--- config.mk ---
export PLATFORM = sky130hd
export DESIGN_NAME = mem_lsu_stage
export DESIGN_NICKNAME = d
export VERILOG_FILES = /design/src/rtl/mem_lsu_stage.sv
export SDC_FILE = /design/constraint.sdc
export NUM_CORES = 1
export LEC_CHECK = 0
export CAP_MARGIN = 20
export CORE_MARGIN = 2
export CORE_UTILIZATION = 49
export CTS_CLUSTER_SIZE = 20
export DETAILED_ROUTE_END_ITERATION = 10
export HOLD_SLACK_MARGIN = 0.05
export PLACE_DENSITY = 0.95
export SLEW_MARGIN = 30
export SYNTH_ARGS = -nofsm -noshare
export SYNTH_HDL_FRONTEND = slang
export SYNTH_SLANG_ARGS = --single-unit
export TNS_END_PERCENT = 20
--- constraint.sdc ---
create_clock -name clk -period 3.5 [get_ports clk]
set_input_delay 0.525 -clock clk [delete_from_list [all_inputs] [get_ports clk]]
set_output_delay 0.525 -clock clk [all_outputs]
set_load 0.1 [all_outputs]
--- src/rtl/mem_lsu_stage.sv ---
// Memory-access pipeline stage: decodes loads/stores, drives a variable-latency
// request/grant/response data-memory port, extends load data, flags alignment
// faults and bus timeouts, and registers the result into the WB register.
module mem_lsu_stage #(
  parameter int ADDR_W  = 32,
  parameter int TIMEOUT = 16
) (
  input  logic              clk,
  input  logic              rst,
  input  logic              in_valid,
  output logic              in_ready,
  input  logic [31:0]       in_pc,
  input  logic [31:0]       in_instr,
  input  logic [ADDR_W-1:0] in_addr,
  input  logic [31:0]       in_wdata,
  output logic              dm_req,
  output logic              dm_we,
  output logic [ADDR_W-1:0] dm_addr,
  output logic [3:0]        dm_byteen,
  output logic [31:0]       dm_wdata,
  input  logic              dm_gnt,
  input  logic              dm_rvalid,
  input  logic [31:0]       dm_rdata,
  output logic              ld_pending,
  output logic [4:0]        ld_rt,
  output logic              out_valid,
  output logic [31:0]       out_pc,
  output logic [31:0]       out_instr,
  output logic [31:0]       out_data,
  output logic [1:0]        out_exc
);

  localparam logic [5:0] OP_LB  = 6'h20;
  localparam logic [5:0] OP_LH  = 6'h21;
  localparam logic [5:0] OP_LW  = 6'h23;
  localparam logic [5:0] OP_LBU = 6'h24;
  localparam logic [5:0] OP_LHU = 6'h25;
  localparam logic [5:0] OP_SB  = 6'h28;
  localparam logic [5:0] OP_SH  = 6'h29;
  localparam logic [5:0] OP_SW  = 6'h2b;

  localparam logic [1:0] EXC_NONE = 2'b00;
  localparam logic [1:0] EXC_ADEL = 2'b01;
  localparam logic [1:0] EXC_ADES = 2'b10;
  localparam logic [1:0] EXC_DBE  = 2'b11;

  // Wide enough to hold TIMEOUT itself (the counter can reach it in RESP).
  localparam int CNT_W = $clog2(TIMEOUT + 2);
  localparam logic [CNT_W-1:0] CNT_ONE = CNT_W'(1);

  typedef enum logic [1:0] {
    S_IDLE = 2'd0,
    S_REQ  = 2'd1,
    S_RESP = 2'd2
  } state_e;

  function automatic logic is_load(input logic [5:0] op);
    return op inside {OP_LB, OP_LH, OP_LW, OP_LBU, OP_LHU};
  endfunction

  function automatic logic is_store(input logic [5:0] op);
    return op inside {OP_SB, OP_SH, OP_SW};
  endfunction

  function automatic logic is_misaligned(input logic [5:0] op, input logic [1:0] lo);
    case (op)
      OP_LW, OP_SW:         return lo != 2'b00;
      OP_LH, OP_LHU, OP_SH: return lo[0];
      default:              return 1'b0;
    endcase
  endfunction

  function automatic logic [31:0] load_extend(input logic [5:0] op, input logic [1:0] lane,
                                              input logic [31:0] rd);
    logic [7:0]  b;
    logic [15:0] h;
    case (lane)
      2'd0:    b = rd[7:0];
      2'd1:    b = rd[15:8];
      2'd2:    b = rd[23:16];
      default: b = rd[31:24];
    endcase
    h = lane[1] ? rd[31:16] : rd[15:0];
    case (op)
      OP_LB:   return {{24{b[7]}}, b};
      OP_LBU:  return {24'h0, b};
      OP_LH:   return {{16{h[15]}}, h};
      OP_LHU:  return {16'h0, h};
      default: return rd;
    endcase
  endfunction

  state_e              state_q, state_d;
  logic [CNT_W-1:0]    cnt_q;
  logic [31:0]         hold_pc, hold_instr, hold_wdata;
  logic [ADDR_W-1:0]   hold_addr;

  logic [5:0]          in_op, hold_op;
  logic                in_load, in_mem, in_fault, in_accept_mem;
  logic                hold_load, hold_store;
  logic                tmo;
  logic [31:0]         alu_res;
  logic [3:0]          st_byteen;
  logic [31:0]         st_wdata;

  logic                wb_en;
  logic [31:0]         wb_pc, wb_instr, wb_data;
  logic [1:0]          wb_exc;

  // ALU result seen as a 32-bit writeback value regardless of address width.
  if (ADDR_W >= 32) begin : g_alu_wide
    assign alu_res = in_addr[31:0];
  end else begin : g_alu_narrow
    assign alu_res = {{(32-ADDR_W){1'b0}}, in_addr};
  end

  assign in_op         = in_instr[31:26];
  assign in_load       = is_load(in_op);
  assign in_mem        = in_load | is_store(in_op);
  assign in_fault      = in_mem & is_misaligned(in_op, in_addr[1:0]);
  assign in_accept_mem = in_valid & in_mem & ~in_fault;

  assign hold_op    = hold_instr[31:26];
  assign hold_load  = is_load(hold_op);
  assign hold_store = is_store(hold_op);

  assign tmo = (TIMEOUT != 0) && (32'(cnt_q) >= 32'(TIMEOUT - 1));

  // State register.
  // NOTE: sequential state uses non-blocking assignments so every flop samples
  // pre-edge values; blocking here would create order-dependent simulation.
  always_ff @(posedge clk or negedge rst) begin
    if (!rst) state_q <= S_IDLE;
    else      state_q <= state_d;
  end

  // Next-state logic: grant/response take priority over the timeout.
  // NOTE: every combinational output gets a default first so no path leaves it
  // unassigned, which would otherwise infer a latch.
  always_comb begin
    state_d = state_q;
    case (state_q)
      S_IDLE: if (in_accept_mem) state_d = S_REQ;
      S_REQ: begin
        if (dm_gnt)   state_d = hold_store ? S_IDLE : S_RESP;
        else if (tmo) state_d = S_IDLE;
      end
      S_RESP: if (dm_rvalid || tmo) state_d = S_IDLE;
      default: state_d = S_IDLE;
    endcase
  end

  // Store lane steering from the held address and rt value.
  always_comb begin
    st_byteen = 4'b0000;
    st_wdata  = 32'h0;
    case (hold_op)
      OP_SB: begin
        st_byteen = 4'b0001 << hold_addr[1:0];
        st_wdata  = {4{hold_wdata[7:0]}};
      end
      OP_SH: begin
        st_byteen = hold_addr[1] ? 4'b1100 : 4'b0011;
        st_wdata  = {2{hold_wdata[15:0]}};
      end
      OP_SW: begin
        st_byteen = 4'b1111;
        st_wdata  = hold_wdata;
      end
      default: ;
    endcase
  end

  // Output logic: memory port, hazard outputs and the WB load request.
  always_comb begin
    in_ready   = 1'b0;
    dm_req     = 1'b0;
    dm_we      = 1'b0;
    dm_addr    = '0;
    dm_byteen  = 4'b0000;
    dm_wdata   = 32'h0;
    ld_pending = (state_q != S_IDLE) && hold_load;
    ld_rt      = hold_instr[20:16];
    wb_en      = 1'b0;
    wb_pc      = hold_pc;
    wb_instr   = hold_instr;
    wb_data    = 32'h0;
    wb_exc     = EXC_NONE;
    case (state_q)
      S_IDLE: begin
        in_ready = 1'b1;
        if (in_valid && !in_accept_mem) begin
          wb_en    = 1'b1;
          wb_pc    = in_pc;
          wb_instr = in_instr;
          wb_data  = in_mem ? 32'h0 : alu_res;
          wb_exc   = !in_fault ? EXC_NONE : (in_load ? EXC_ADEL : EXC_ADES);
        end
      end
      S_REQ: begin
        dm_req    = 1'b1;
        dm_we     = hold_store;
        dm_addr   = {hold_addr[ADDR_W-1:2], 2'b00};
        dm_byteen = st_byteen;
        dm_wdata  = st_wdata;
        if (dm_gnt) begin
          wb_en = hold_store;
        end else if (tmo) begin
          wb_en  = 1'b1;
          wb_exc = EXC_DBE;
        end
      end
      S_RESP: begin
        if (dm_rvalid) begin
          wb_en   = 1'b1;
          wb_data = load_extend(hold_op, hold_addr[1:0], dm_rdata);
        end else if (tmo) begin
          wb_en  = 1'b1;
          wb_exc = EXC_DBE;
        end
      end
      default: ;
    endcase
  end

  // Hold registers capture an accepted memory operation for the whole transaction.
  // NOTE: the hold registers are reset, not left undefined, because dm_* lanes
  // and ld_rt are decoded from them and must read 0 straight out of reset.
  always_ff @(posedge clk or negedge rst) begin
    if (!rst) begin
      hold_pc    <= 32'h0;
      hold_instr <= 32'h0;
      hold_addr  <= '0;
      hold_wdata <= 32'h0;
    end else if (in_accept_mem) begin
      hold_pc    <= in_pc;
      hold_instr <= in_instr;
      hold_addr  <= in_addr;
      hold_wdata <= in_wdata;
    end
  end

  // Timeout counter: cleared on entry to REQ, counts every REQ/RESP cycle.
  always_ff @(posedge clk or negedge rst) begin
    if (!rst)                                    cnt_q <= '0;
    else if (in_accept_mem && state_q == S_IDLE) cnt_q <= '0;
    else if (state_q != S_IDLE && TIMEOUT != 0)  cnt_q <= cnt_q + CNT_ONE;
  end

  // WB pipeline register: one-cycle valid pulse, payload held until next completion.
  always_ff @(posedge clk or negedge rst) begin
    if (!rst) begin
      out_valid <= 1'b0;
      out_pc    <= 32'h0;
      out_instr <= 32'h0;
      out_data  <= 32'h0;
      out_exc   <= EXC_NONE;
    end else begin
      out_valid <= wb_en;
      if (wb_en) begin
        out_pc    <= wb_pc;
        out_instr <= wb_instr;
        out_data  <= wb_data;
        out_exc   <= wb_exc;
      end
    end
  end

endmodule
==> results.yml <==
status:
  status: "complete, no violations"
detailed_routing:
  vias: 9852
  drc: 0
  detail-route-antenna-nets: 0
  wire_per_inst_um: 22.4
  avgViaCountPerCell: 5.95
  first_pass_iters: 8
  drt_iter0_markers: 743
  wirelength_mm: 37.0
sta:
  setup_viol: 0
  whs_ps: 5.13
  finClkSkew_ps: 23.4
  fmax_ghz: 0.295
  final.min_clock_period_ps: 3390
  relSlewSlack: 0.304
  tightest_slew_ps: 1040
  setup_slack_ps: 110
  hold_viol_final: 0
  drv_slew: 0
  tns_ps: 0
  rsz0062_at_grt: "no"
  post-route-period-util: 0.968
cts:
  cts_buffers: 26
  htreeDepth: 1
  clk_path_buf_depth: 3
  tritoncts: "yes"
  clkTransAtPathRegs_ps: 60
  cts_hold_buf: 0
  post_cts_buffers: 0
  post_cts_resized: 0
  ctsRootBufferMaster: "clkbuf_16"
  cts_sinks: 234
  clock_latency_ps: 540
global_routing:
  grt_pass1_wl_mm: 57.1
  grt_max_degree: 144
  grt_pass1_vias: 10367
  antenna_found_initial: 1
  globalRouteOverflowTotal: 0
  grt.total_usage: 0.305
setup_path:
  r2r_start: "cnt_q[0]"
  start_kind: "flip-flop"
  worst_r2r_path_depth: 8
  crit_end: "dm_wdata[26]"
  path_cells: "nand4bb_4 > or3_1 > buf_4 > a21oi_1 > buf_12"
  end_kind: "primary output"
  r2r_slack_ps: 510
  r2r-end: "out_data[5]"
  critPathKind: "flip-flop to primary output"
  cpPeakStageDelay_ps: 640
  crit_start: "hold_instr[28]"
  crit_path_max_fanout: 15
  worst_ep_required_time_ps: 2970
  crit_slowest_cell: "or3_1"
  cp.arrival_ps: 2860
synthesis:
  synth_ff_type: "dfrtp_1"
  synth_mux_area_frac: 0.165
  avgSynthCellArea_um2: 10.6
  yosysWarnings: 0
  synth_area_leaders: "dfrtp_1, mux2_2, nand2_1, a31oi_1, nor2_1"
  synth_edf_count: 0
  synth_top_family_by_area: "multiplexers"
  synth_seq_cells: 234
  synthAdderAreaFrac: 0.00226
  synthArstFlopShare: 1.00
  yosysSeqAreaShare: 0.529
  ys_types: 56
  synth-simple-area-share: 0.153
  synthTopCellsByCount: "dfrtp_1, nand2_1, mux2_2"
  synthDominantCellAreaShare: 0.529
  synth_area_um2: 11100
  synthCells: 1046
  synth_compound_area_frac: 0.108
  synth.most_common_cell: "dfrtp_1"
  synth-xor-area-share: 0
  synth_area_leader_cell: "dfrtp_1"
placement:
  dpl.cell_count: 1609
  port-buffer-count: 338
  gp_congestion: 0.902
  hpwlAfterDp_mm: 26.1
  pre_cts_ws_ps: 473
die:
  core_um2: 22000
  die_w_um: 154
  rows: 54
  ioPinCount: 341
  start_util: 0.504
  die_area_um2: 23800
  fp.dieH_um: 154
flow_run:
  maxCapViolCount: 0
power:
  power.leakage_nw: 6.78
  comb_power_share: 0.443
  seqPwrFrac: 0.324
  irDropWorstVdd_mv: 0.490
  intPower_w: 0.00672
  switchingPower_w: 0.00557
  p_clk_frac: 0.233
  switching_share: 0.453
  power_w: 0.0123
  p_per_area_nw_per_um2: 779
layout:
  nets: 1524
  num-fill-cells: 1451
  stdcell_count: 1655
  area_delta_synth_final_pct: 42.8
  drive_gt1_frac: 0.217
  diodes: 0
hold_path:
  hold_path.class: "input port to asynchronous set/reset pin"
## worst max-delay path: cells and delay by family (launching register included)
family / cells / cell delay [ps]
buffers and inverters: 2 / 530
AND/OR/NAND/NOR: 2 / 970
flip-flops: 1 / 480
AO/OA/AOI/OAI: 1 / 330
## cell usage in the layout (no fill, tap or decap), types with 37 or more instances in the layout
master and n:
dfrtp_1 234, nand2_1 175, buf_12 38, a31oi_1 65, nor2_1 91, nand3_1 37, and2_1 38, buf_4 57
mux2_2 133, clkdlybuf4s50_1 260
## sequential cells by signal, indices dropped and copies added, names as in the netlist, 5 cells and up
signal / cells
out_instr: 32
hold_wdata: 32
hold_pc: 32
out_data: 32
cnt_q: 5
hold_addr: 32
out_pc: 32
hold_instr: 32
## kinds of logic after synthesis
kind of cell / Yosys count
buf+inv: 97
mux: 156
flops: 234
simple gates: 378
other cells: 1
fa+ha+maj: 2
compound gates: 178
## per-layer routing
metal  vias up  share of wire  global-route usage
li1       4292              -                   -
met1      4842           0.35               0.353
met2       595           0.49               0.521
met3       121           0.10              0.0913
met4         2          0.051               0.146
met5         -        0.00030                   0
## power groups by stage
stage	Combinational [W]	Sequential, W	Clock, W
6_report	0.00545	0.00399	0.00286
5_1_grt	0.00565	0.00407	0.00302
4_1_cts	0.00546	0.00398	0.00290
3_5_place_dp	0.00543	0.00401	0
3_3_place_gp	0.00531	0.00397	0
2_1_floorplan	0.00177	0.00612	0
## final cells by class
type / instances / area (um2) / area share
Clock buffer: 34 / 721 / 0.0456
Clock inverter: 12 / 175 / 0.0111
Inverter: 18 / 70.1 / 0.00444
Multi-Input combinational cell: 716 / 4780 / 0.303
Sequential cell: 234 / 5860 / 0.371
Tap cell: 280 / 350 / 0.0222
Timing Repair Buffer: 361 / 3830 / 0.243
## worst min-delay path by stage
stage / cells after the start / to / start
finish: 1 / hold_wdata[4] / rst
global placement: 1 / state_q[0] / state_q[1]
global route: 1 / hold_instr[25] / rst
floorplan: 0 / cnt_q[0] / rst
detailed placement: 1 / state_q[0] / state_q[1]
CTS: 1 / hold_pc[1] / rst
## metrics by stage
step	util	cell area [um2]
2_1_floorplan	-	11100
3_3_place_gp	0.679	14900
3_5_place_dp	0.678	14900
4_1_cts	0.719	15800
5_1_grt	0.719	15800
6_report	0.719	15800
Power figures use the tool's default switching activity.
